**src/rtl/exe_wb_arbiter.sv**
```systemverilog
// exe_wb_arbiter
// Shares the single execute-to-writeback result port between the execute
// units (0 = ALU/branch, 1 = MUL, 2 = DIV, 3 = MEM). Each source owns a
// one-entry holding buffer. A round-robin arbiter drains the full buffers
// into writeback and honours backpressure from writeback.
//
// Ports:
//   clk_i, rstn_i      clock; asynchronous active-low reset
//   kill_i             pipeline flush, empties every buffer at the next edge
//   src_valid_i        per-source result valid (done tick)
//   src_rd_i           per-source destination register, source i at [i*RD_W +: RD_W]
//   src_data_i         per-source result, source i at [i*DATA_W +: DATA_W]
//   src_ready_o        per-source accept
//   wb_valid_o         a result is presented to writeback
//   wb_rd_o            destination register of the presented result
//   wb_data_o          presented result
//   wb_src_o           index of the granted source
//   wb_ready_i         writeback accepts this cycle
//   busy_o             at least one buffer is full
//   conflict_cnt_o     saturating count of cycles with two or more buffers full
//
// Optional feature (macro EXE_WB_BYPASS_EN): when every buffer is empty, the
// lowest-index valid source with rd != 0 is forwarded combinationally to the
// writeback port. It completes without being buffered if wb_ready_i is high,
// otherwise it is captured as usual. Without the macro, results are always
// buffered and reach writeback one cycle after acceptance at the earliest.

module exe_wb_arbiter #(
    parameter int NUM_SRC = 4,
    parameter int DATA_W  = 64,
    parameter int RD_W    = 5,
    parameter int CNT_W   = 16,
    localparam int SRC_W  = (NUM_SRC > 1) ? $clog2(NUM_SRC) : 1
) (
    input  logic                      clk_i,
    input  logic                      rstn_i,
    input  logic                      kill_i,
    input  logic [NUM_SRC-1:0]        src_valid_i,
    input  logic [NUM_SRC*RD_W-1:0]   src_rd_i,
    input  logic [NUM_SRC*DATA_W-1:0] src_data_i,
    output logic [NUM_SRC-1:0]        src_ready_o,
    output logic                      wb_valid_o,
    output logic [RD_W-1:0]           wb_rd_o,
    output logic [DATA_W-1:0]         wb_data_o,
    output logic [SRC_W-1:0]          wb_src_o,
    input  logic                      wb_ready_i,
    output logic                      busy_o,
    output logic [CNT_W-1:0]          conflict_cnt_o
);

    // Buffer state
    logic [NUM_SRC-1:0] full_reg;
    logic [NUM_SRC-1:0] full_next;
    logic [RD_W-1:0]    rd_reg   [NUM_SRC];
    logic [DATA_W-1:0]  data_reg [NUM_SRC];

    // Arbitration state. hold_reg freezes the grant while writeback stalls,
    // so a buffer that fills during the stall cannot steal the port.
    logic [SRC_W-1:0]   ptr_reg;
    logic               hold_reg;
    logic [SRC_W-1:0]   hold_idx_reg;
    logic [CNT_W-1:0]   cnt_reg;

    logic               grant_valid;
    logic [SRC_W-1:0]   grant_idx;
    logic [SRC_W-1:0]   cand_idx;

    logic               byp_valid;
    logic [SRC_W-1:0]   byp_idx;

    logic [RD_W-1:0]    in_rd   [NUM_SRC];
    logic [DATA_W-1:0]  in_data [NUM_SRC];
    logic [NUM_SRC-1:0] take;
    logic [NUM_SRC-1:0] capture;
    logic [NUM_SRC-1:0] bypass_done;

    // Round-robin search starting just after the last granted index.
    always_comb begin
        grant_valid = 1'b0;
        grant_idx   = '0;
        cand_idx    = '0;
        if (hold_reg) begin
            grant_valid = full_reg[hold_idx_reg];
            grant_idx   = hold_idx_reg;
        end else begin
            for (int k = 1; k <= NUM_SRC; k++) begin
                cand_idx = SRC_W'((int'(ptr_reg) + k) % NUM_SRC);
                if (!grant_valid && full_reg[cand_idx]) begin
                    grant_valid = 1'b1;
                    grant_idx   = cand_idx;
                end
            end
        end
    end

`ifdef EXE_WB_BYPASS_EN
    // Forward the lowest-index valid source when nothing is buffered.
    always_comb begin
        byp_valid = 1'b0;
        byp_idx   = '0;
        if (!(|full_reg) && !kill_i) begin
            for (int i = NUM_SRC - 1; i >= 0; i--) begin
                if (src_valid_i[i] && (in_rd[i] != '0)) begin
                    byp_valid = 1'b1;
                    byp_idx   = SRC_W'(i);
                end
            end
        end
    end
`else
    assign byp_valid = 1'b0;
    assign byp_idx   = '0;
`endif

    // Per-source handshake and buffer next-state.
    generate
        for (genvar gi = 0; gi < NUM_SRC; gi++) begin : g_src
            assign in_rd[gi]       = src_rd_i[gi*RD_W +: RD_W];
            assign in_data[gi]     = src_data_i[gi*DATA_W +: DATA_W];
            assign take[gi]        = grant_valid && (grant_idx == SRC_W'(gi)) && wb_ready_i;
            assign bypass_done[gi] = byp_valid && (byp_idx == SRC_W'(gi)) && wb_ready_i;
            assign src_ready_o[gi] = !kill_i && (!full_reg[gi] || take[gi]);
            // rd == 0 results are accepted but never stored.
            assign capture[gi]     = src_valid_i[gi] && src_ready_o[gi]
                                     && (in_rd[gi] != '0) && !bypass_done[gi];
            assign full_next[gi]   = kill_i      ? 1'b0 :
                                     capture[gi] ? 1'b1 :
                                     take[gi]    ? 1'b0 : full_reg[gi];
        end
    endgenerate

    // Writeback port mux; all fields are zero when nothing is presented.
    always_comb begin
        wb_valid_o = grant_valid || byp_valid;
        wb_src_o   = '0;
        wb_rd_o    = '0;
        wb_data_o  = '0;
        if (grant_valid) begin
            wb_src_o  = grant_idx;
            wb_rd_o   = rd_reg[grant_idx];
            wb_data_o = data_reg[grant_idx];
        end else if (byp_valid) begin
            wb_src_o  = byp_idx;
            wb_rd_o   = in_rd[byp_idx];
            wb_data_o = in_data[byp_idx];
        end
    end

    assign busy_o         = |full_reg;
    assign conflict_cnt_o = cnt_reg;

    always_ff @(posedge clk_i or negedge rstn_i) begin
        if (!rstn_i) begin
            full_reg     <= '0;
            ptr_reg      <= SRC_W'(NUM_SRC - 1);
            hold_reg     <= 1'b0;
            hold_idx_reg <= '0;
            cnt_reg      <= '0;
            for (int i = 0; i < NUM_SRC; i++) begin
                rd_reg[i]   <= '0;
                data_reg[i] <= '0;
            end
        end else begin
            full_reg <= full_next;
            for (int i = 0; i < NUM_SRC; i++) begin
                if (capture[i]) begin
                    rd_reg[i]   <= in_rd[i];
                    data_reg[i] <= in_data[i];
                end
            end
            if (kill_i) begin
                hold_reg <= 1'b0;
            end else begin
                hold_reg     <= grant_valid && !wb_ready_i;
                hold_idx_reg <= grant_idx;
            end
            // A transfer in the kill cycle is discarded by writeback, so the
            // pointer only advances on transfers outside a flush.
            if (!kill_i && wb_valid_o && wb_ready_i) begin
                ptr_reg <= wb_src_o;
            end
            if (($countones(full_reg) >= 2) && (cnt_reg != {CNT_W{1'b1}})) begin
                cnt_reg <= cnt_reg + CNT_W'(1);
            end
        end
    end

endmodule

```
**config.mk**
```make
export PLATFORM = sky130hd
export DESIGN_NAME = exe_wb_arbiter
export DESIGN_NICKNAME = d
export VERILOG_FILES = /design/src/rtl/exe_wb_arbiter.sv
export SDC_FILE = /design/constraint.sdc
export NUM_CORES = 1
export LEC_CHECK = 0
export BUFFER_PORTS_ARGS = -buffer_cell sky130_fd_sc_hd__buf_2
export CAP_MARGIN = 15
export CORE_ASPECT_RATIO = 0.5
export CORE_UTILIZATION = 40
export DETAILED_ROUTE_END_ITERATION = 8
export GPL_TIMING_DRIVEN = 0
export HOLD_SLACK_MARGIN = 0.08
export PLACE_DENSITY = 0.66
export SYNTH_ARGS = -nofsm -noshare
export SYNTH_HDL_FRONTEND = slang
export SYNTH_SLANG_ARGS = --single-unit
```
**constraint.sdc**
```tcl
create_clock -name clk_i -period 3 [get_ports clk_i]
set_clock_uncertainty 0.1 [all_clocks]
set_input_delay 0.6 -clock clk_i [delete_from_list [all_inputs] [get_ports clk_i]]
set_output_delay 0.6 -clock clk_i [all_outputs]
set_load 0.02 [all_outputs]
```
# Word-level counts from Yosys, hierarchy flattened
# Cells that the tools add are included.
# word_totals
memories	0
output_inout_bits	93
reg_bits	301
ram_bits	0
latch_bits	0
romBits	0
input_bits	284
# classes
reduce_logical	50
div	0
bitwise	1
muxes	45
order_cmp	7
n_eq_ne	4
multipliers	0
addsub	8
shift	0
# op_table
op	count
$mux W64	3
$bmux W64 S2	1
$logic_and A1 B1 Y1	27
$mux W1	26
$reduce_bool A5 Y1	4
$add A16 B1 Y16 const B	1
$ne A16 B16 Y1 const B	1
$lt A2 B3 Y1 const B	5
$mux W5	3
$mux W2	6
$reduce_bool A3 Y1	4
$bmux W1 S2	5
$bmux W5 S2	1
$logic_not A1 Y1	9
$add A1 B1 Y2	2
$add A2 B1 Y2 const B	2
$add A2 B2 Y2 const B	2
$eq A2 B2 Y1 const B	2
$logic_or A1 B1 Y1	4
$reduce_or A4 Y1	1
$add A2 B2 Y3	1
$ge A3 B2 Y1 const B	1
$ge A3 B3 Y1 const B	1
$not A2 Y3	1
other kinds (2)	2

# Longest topological paths before layout
# Gate-level depths: netlist of run 1.
# depth
depth_word	26
depth_mapped	11

# Least setup slack after synthesis of run 1
# Ideal clock, no wire load.
# synth_timing
path_type	register to output
start	register full_reg[3]
end	output wb_data_o[52]
path_buffers	3
slack_ps	-65
t_arrival_ps	2365
required_time_ps	2300
path_stages_with_launch	8
cell_sequence	dfrtp_1 > or4_1 > a21oi_1 > a211o_1 > clkbuf_1 > clkbuf_1 > clkbuf_1 > o22ai_1
# synth_via
elab_chain_len	21
# synth_lines
element	line	text
from (decl)	52	logic [NUM_SRC-1:0] full_reg;
from (signal assigned)	164	full_reg <= full_next;
$bmux W1 S2	88	if (!grant_valid && full_reg[cand_idx]) begin
$mux W1 (not written as such)	88	
$mux W1	88	
$mux W1	82	if (hold_reg) begin
$logic_not A1 Y1	88	
$logic_and A1 B1 Y1	88	
$mux W1	88	
$mux W1	82	
[4 not listed]	n/a	
$logic_not A1 Y1	88	
$logic_and A1 B1 Y1	88	
$mux W2	88	
$mux W2	82	
$not A2 Y3 (not written as such)	141	wb_data_o = data_reg[grant_idx];
$bmux W64 S2	141	
$mux W64 (not written as such) (2 in series)	141	
$mux W64 (*)	138	if (grant_valid) begin
to (decl)	44	output logic [DATA_W-1:0] wb_data_o,
# Every way passes the cells marked *; elsewhere a longest branch is shown, timed or not. The select of a mux whose other input is x is not followed.

# Final worst setup path of run 1
# layout_timing
start	register full_reg[0]
end	output wb_data_o[42]
# Same word-level chain as after synthesis.

==> results of run 1 <==
-- cell families (layout without fill, tap and decap cells) --
logic type,Yosys count,in the layout,synth area share (%)
and+or+nand+nor,68,68,2.93
muxes,414,414,33.0
buffers and inverters,72,528,2.64
AOI/OAI and AO/OA,111,111,5.49
other,0,11,0
DFF,301,301,54.9
xor gates and xnor gates,12,12,0.766
adders and majority gates,3,3,0.328
-- worst reg2reg max path: cells and delay by family, from the launching register on --
| family | cells | cell delay (ps) |
|---|---|---|
| AO/OA/AOI/OAI | 3 | 480 |
| buffers and inverters | 7 | 1120 |
| flip-flops | 1 | 380 |
| multiplexers | 1 | 350 |
| AND/OR/NAND/NOR | 2 | 550 |
-- placed cells by master (no fill, tap or decap), types with 5 or more instances in the layout --
cell and count:
o21ai_0 7, and3_1 6, xnor2_1 10, inv_1 7, mux2_4 10, buf_16 5, buf_12 26, mux2i_1 70
dfrtp_1 297, buf_6 49, buf_8 6, mux2i_2 40, o22ai_2 67, buf_2 335, diode_2 11, mux2i_4 29
clkbuf_4 10, mux2_2 146, clkbuf_16 32, or4_1 5, clkbuf_8 13, nand3_1 7, a22o_1 5, buf_4 26
nand2_1 10, clkinv_2 6, nand4_1 5, mux2_1 119
-- path summary, 6_finish.rpt --
kind	end	cells past startpoint	slack, ps
hold reg to reg	conflict_cnt_o[5]	1	380
min in group asynchronous	data_reg[105]	2	460
setup / recovery	wb_data_o[42]	11	-670
setup reg to reg	data_reg[186]	13	-100
hold / removal	data_reg[108]	2	140
max in group asynchronous	ptr_reg[1]	4	1120
-- synthesized netlist by cell type (3+ instances only) --
cell type,number,share of area (%)
a21oi_1,8,0.29
a22o_1,5,0.32
a31oi_1,3,0.14
and2_1,5,0.23
and3_1,6,0.27
buf_1,5,0.14
buf_2,26,0.95
buf_4,10,0.55
buf_6,3,0.25
clkbuf_1,20,0.55
dfrtp_1,299,55
inv_1,8,0.22
mux2_1,119,9.8
mux2_2,146,12
mux2_4,10,1.1
mux2i_1,139,10
nand2_1,11,0.30
nand2b_1,4,0.18
nand3_1,7,0.26
nand4_1,5,0.23
nor2_1,4,0.11
nor2b_1,7,0.32
o21ai_0,11,0.40
o22ai_1,70,3.2
or3_1,3,0.14
or4_1,6,0.33
xnor2_1,10,0.64
-- metal layers --
layer | routed length, um | track usage [%] | vias to the layer above
li1 | - | - | 4503
met1 | 17800 | 30.6 | 5307
met2 | 22000 | 42.1 | 239
met3 | 1550 | 3.54 | 90
met4 | 1590 | 8.69 | 0
met5 | 0 | 0 | -
-- cell type report --
| cell class | count | area (um2) | share of cell area (%) |
|---|---|---|---|
| clock inverter | 12 | 166 | 0.856 |
| tap | 441 | 552 | 2.84 |
| timing repair buffer | 407 | 2610 | 13.4 |
| clock buffer | 42 | 885 | 4.55 |
| sequential | 301 | 7540 | 38.7 |
| multi-input combinational | 608 | 6880 | 35.4 |
| inverter | 8 | 30.0 | 0.154 |
| buffer | 59 | 758 | 3.90 |
| antenna | 11 | 27.5 | 0.142 |
-- through the flow --
step / cell area (um2) / hold slack, ps
after floorplan: 14100 / 204
after global placement: 16600 / 366
after detailed placement: 16700 / 374
after CTS: 18800 / 117
after global routing: 19400 / 123
final: 19500 / 140
-- power breakdown --
group | internal (mW) | leakage [nW] | switching [mW]
sequential | 5.31 | 3.56 | 0.888
combinational | 4.87 | 4.67 | 4.54
clock | 2.39 | 0.524 | 1.64
-- repair_timing --
item,in CTS,in global routing
hold buffers,1,0
cloned,7,2
setup buffers,14,8
endpoints found under the hold margin,65,0
gates resized for setup,248,141
pin swaps,29,9
endpoints found under the setup margin,333,329
==> run_results.csv, run 1 <==
group,metric,value,unit
routing,avgRoutedWirePerCell,22.7,um
finish,largest_reg_flops,256,
setup_path,cp_common_cell,"buf_6",
finish,post_route_cells_drive_above_1_share,58.3,%
global_routing,grt_remaining_overflow,0,
synthesis,synth_cell_type_count,51,
routing,routed_wl,42.9,mm
setup_path,critical-path-max-stage-delay,380,ps
sta,rsz0062_at_grt,"yes",
outcome,failed_checks,"setup timing",
sta,final_hold_viol_count,0,
sta,relSlewSlack,50.7,%
finish,area_growth,41.7,%
synthesis,async_reset_ff_share,100,%
pwr,peakVddDrop,0.456,mV
outcome,status,"finished with violations",
finish,final_util,58.2,%
global_routing,grt_pass1_wl,65.3,mm
placement,gp_congestion,0.857,
global_routing,grt_max_degree,84,
finish,nets,1701,
sta,clock.fmax,272,MHz
placement,post-dp-hpwl,30.4,mm
synthesis,synthFlopType,"dfrtp_1",
routing,drc,0,
routing,vias_per_cell,5.37,
setup_path,startpoint_type,"register",
synthesis,synth-seq-cells,301,
placement,numPortBuffers,376,
setup_path,slowest_stage,"dfrtp_1",
setup_path,endpoint_kind,"primary output",
floorplanning,die_w,264,um
sta,fin_ws,-670,ps
clock_tree,ctsRootBufferMaster,"clkbuf_16",
floorplanning,floorplan.initialDensity,41.1,%
global_routing,grt.total_usage,24.1,%
sta,period_share,122,%
global_routing,antenna_found_initial,10,
floorplanning,die_height,133,um
hold_path,hold_start,"src_data_i[172]",
setup_path,crit_buf_inv,6,
pwr,powerDensity,1010,nW/um2
routing,drt_first_pass_iters,4,
setup_path,cp_cell_sequence,"buf_6 > or3b_1 > a21o_1 > a311oi_2 > buf_6 > clkbuf_16 > buf_12 > buf_12 > mux2i_2 > o22ai_2 > buf_6",
clock_tree,clk_pin_slew,70,ps
sta,maxSlewViolCount,0,
sta,tns,-47550,ps
floorplanning,dieArea,35100,um2
floorplanning,rows,47,
synthesis,avgSynthCellArea,14.0,um2
routing,vias,10139,
clock_tree,clk_latency,560,ps
sta,worstMarginPinSlew,736,ps
global_routing,grt_pass1_vias,11114,
setup_path,timing.rr.start,"full_reg[0]",
clock_tree,cts_sinks,301,
setup_path,cp-startpoint,"full_reg[0]",
clock_tree,cts_inserted_buffers,29,
pwr,p_leak,8.75,nW
synthesis,syn_inst,981,
finish,finalNonFillerCells,1889,
clock_tree,cts_buffer_depth,3,
synthesis,synth_area,13700,um2
synthesis,seq_area_frac_synth,54.9,%
placement,dpl.cell_count,1801,
synthesis,ys_warn_count,0,
placement,dp_slack,-889,ps
job,drv_cap,0,
setup_path,cp_top_family,"buffers and inverters",
setup_path,path_class,"reg2out",
floorplanning,io_pins,377,
clock_tree,htree_levels,1,
routing,drtAntennaViolNets,0,
synthesis,synth_edf_count,0,
sta,finalCriticalPeriod,3670,ps
setup_path,arrival,2970,ps
setup_path,required,2300,ps
finish,num-fill-cells,2713,
synthesis,syn_nets,1268,
routing,drt_iter0_drc,533,
setup_path,crit_path_max_fanout,8,
hold_path,hold_class,"in2reg",
clock_tree,cts_tree,"yes",
pwr,power.total,19.6,mW
floorplanning,core_area,33400,um2
sta,setup_violations,179,
(Power assumes the default switching activity.)
==> run 2, diff against run 1 <==
ABC_AREA = 1   (was default)
CORE_MARGIN = 3   (was default)
PLACE_DENSITY = 0.65   (was 0.66)
==> run_results.csv, run 2 <==
group,metric,value,unit
synthesis,seq_area_frac_synth,49.1,%
job,drv_cap,0,
routing,drtAntennaViolNets,0,
clock_tree,cts_tree,"yes",
routing,vias_per_cell,5.32,
setup_path,arrival,3160,ps
finish,largest_reg_flops,256,
clock_tree,ctsRootBufferMaster,"clkbuf_16",
routing,drt_iter0_drc,1345,
pwr,peakVddDrop,0.599,mV
placement,gp_congestion,0.898,
global_routing,grt_pass1_wl,87.8,mm
placement,numPortBuffers,376,
synthesis,avgSynthCellArea,7.51,um2
synthesis,synth_cell_type_count,31,
sta,relSlewSlack,29.1,%
floorplanning,die_height,144,um
setup_path,startpoint_type,"register",
synthesis,synth-seq-cells,301,
synthesis,async_reset_ff_share,100,%
floorplanning,die_w,283,um
sta,worstMarginPinSlew,1060,ps
floorplanning,floorplan.initialDensity,40.8,%
hold_path,hold_start,"wb_ready_i",
pwr,p_comb_share,62.6,%
synthesis,ys_top_cells_by_area,"dfrtp_1, nand2_1, nand4_1",
finish,post_route_cells_drive_above_1_share,31.0,%
floorplanning,rows,50,
finish,mostFrequentLayoutCell,"nand2_1",
routing,drc,0,
synthesis,ys_warn_count,0,
finish,area_growth,39.4,%
routing,vias,16297,
placement,post-dp-hpwl,42.1,mm
pwr,p_sw,12.4,mW
sta,final_hold_viol_count,0,
setup_path,path_class,"reg2out",
routing,drt_first_pass_iters,5,
synthesis,syn_nets,2329,
finish,fin_area,21400,um2
setup_path,required,2300,ps
pwr,power_frac_clock,15.1,%
synthesis,syn_inst,2042,
routing,routed_wl,59.6,mm
synthesis,post-synth-top-count-cell,"nand2_1",
setup_path,rrSetupSlack,-230,ps
finish,nets,2781,
clock_tree,htree_levels,1,
clock_tree,cts_buffer_depth,3,
setup_path,crit_path_max_fanout,6,
global_routing,antenna_found_initial,30,
sta,finalCriticalPeriod,3860,ps
sta,fin_ws,-862,ps
sta,clock.fmax,259,MHz
hold_path,worstHoldEndpoint,"hold_reg",
global_routing,grt_pass1_vias,15509,
synthesis,synth_edf_count,0,
synthesis,ys_top_cells_by_count,"nand2_1, dfrtp_1, nand4_1",
setup_path,endpoint_kind,"primary output",
sta,setup_violations,172,
pwr,seqPwrFrac,22.3,%
synthesis,yosys.area.top_type,"dfrtp_1",
pwr,power.total,27.1,mW
pwr,p_int,14.7,mW
setup_path,timing.rr.start,"ptr_reg[0]",
synthesis,synth_top_area_share,48.8,%
hold_path,hold-path-cell-count,2,
floorplanning,core_area,37600,um2
synthesis,synthFlopType,"dfrtp_1",
pwr,p_leak,11.0,nW
sta,period_share,129,%
outcome,failed_checks,"setup timing",
hold_path,hold_class,"in2reg",
pwr,p_sw_share,45.8,%
setup_path,worstRegToRegCells,21,
synthesis,synth_area,15300,um2
finish,num-fill-cells,3520,
clock_tree,clk_pin_slew,70,ps
outcome,status,"finished with violations",
global_routing,grt.total_usage,27.7,%
sta,maxSlewViolCount,0,
sta,rsz0062_at_grt,"yes",
sta,fin_hold_ws,107,ps
pwr,powerDensity,1270,nW/um2
clock_tree,cts_inserted_buffers,30,
floorplanning,io_pins,377,
floorplanning,dieArea,40900,um2
global_routing,grt_max_degree,109,
finish,layout_common_cells,"nand2_1, buf_2, dfrtp_1",
setup_path,r2r-end,"data_reg[69]",
placement,place_area,18200,um2
clock_tree,cts_sinks,301,
clock_tree,clk_latency,570,ps
global_routing,grt_remaining_overflow,0,
routing,avgRoutedWirePerCell,19.4,um
run 2: cell types whose count changed after synthesis, sizes merged, moves of 82 or more:
cell,delta
inv,+89
nand2,+887
nand4,+274
a21oi,+141
nor2,+86
clkbuf,+82
mux2i,-139
mux2,-274
run 2: through the flow:
stage / TNS [ps] / std cells / worst slack, ps / util, %
after CTS: -71440 / 3028 / -886 / 55.3
final: -68340 / 3066 / -862 / 56.9
after floorplan: -258 / 2042 / -41.5 / -
after global routing: -98870 / 3065 / -1020 / 56.9
after detailed placement: -73260 / 2940 / -721 / 48.4
after global placement: -1477510 / 2938 / -4720 / 48.2
run 2: worst max path at each step:
stage / start / to / slack [ps] / cells after the start
4_1_cts: ptr_reg[0] / wb_data_o[32] / -890 / 18
3_3_place_gp: rstn_i / data_reg[20] / -4720 / 1
2_1_floorplan: ptr_reg[0] / wb_data_o[3] / -40 / 18
3_5_place_dp: ptr_reg[0] / wb_data_o[54] / -720 / 20
6_report: ptr_reg[0] / wb_data_o[32] / -860 / 17
5_1_grt: ptr_reg[0] / wb_data_o[53] / -1020 / 17
run 2: cell type report:
type | instances | area (um2) | area share (%)
tap | 520 | 651 | 3.04
sequential | 301 | 7540 | 35.3
inverter | 98 | 377 | 1.76
timing repair buffer | 422 | 2870 | 13.4
clock buffer | 45 | 908 | 4.25
buffer | 160 | 1070 | 5.03
multi-input combinational | 1481 | 7750 | 36.2
antenna | 31 | 77.6 | 0.363
clock inverter | 8 | 140 | 0.656
run 2: repair_timing:
action / CTS / global route
hold endpoints to repair: 106 / 0
gates resized for setup: 320 / 131
setup buffers: 26 / 9
endpoints found under the setup margin: 336 / 349
pin swaps: 85 / 70
cloned: 8 / 2
hold buffers: 1 / 0
run 2: cell families after synthesis:
family	synth area share, %
mux	0.0734
simple gates	37.3
fa+ha+maj	0.294
compound gates	5.17
buf+inv	7.20
xor+xnor	0.856
flops	49.1
run 2: power by group through the flow:
stage	Clock, mW	Combinational (mW)	Sequential, mW
6_report	4.09	17.0	6.05
5_1_grt	4.30	18.1	6.18
4_1_cts	4.11	15.8	5.99
3_5_place_dp	0	11.8	5.99
3_3_place_gp	0	11.8	5.96
2_1_floorplan	0	7.97	5.86
run 2: critical path, stage by stage, from the launching register on:
cell and delay, ps:
dfstp_2 580, inv_4 50, buf_6 130, nand2_2 50, nand2_2 70, nand2_2 100, nand2_4 70, nor2_4 100
nand4_1 130, nand3_2 110, nand2_4 60, buf_8 140, nor2_4 250, buf_12 200, clkbuf_16 170, a21oi_4 50
a21oi_2 180, buf_6 140
run 2: metal layers:
layer / part of all wire (%) / GRT usage (%)
met5: 0 / 0
met4: 5.3 / 15.9
met3: 5.0 / 3.18
met2: 49 / 46.8
met1: 41 / 35.1
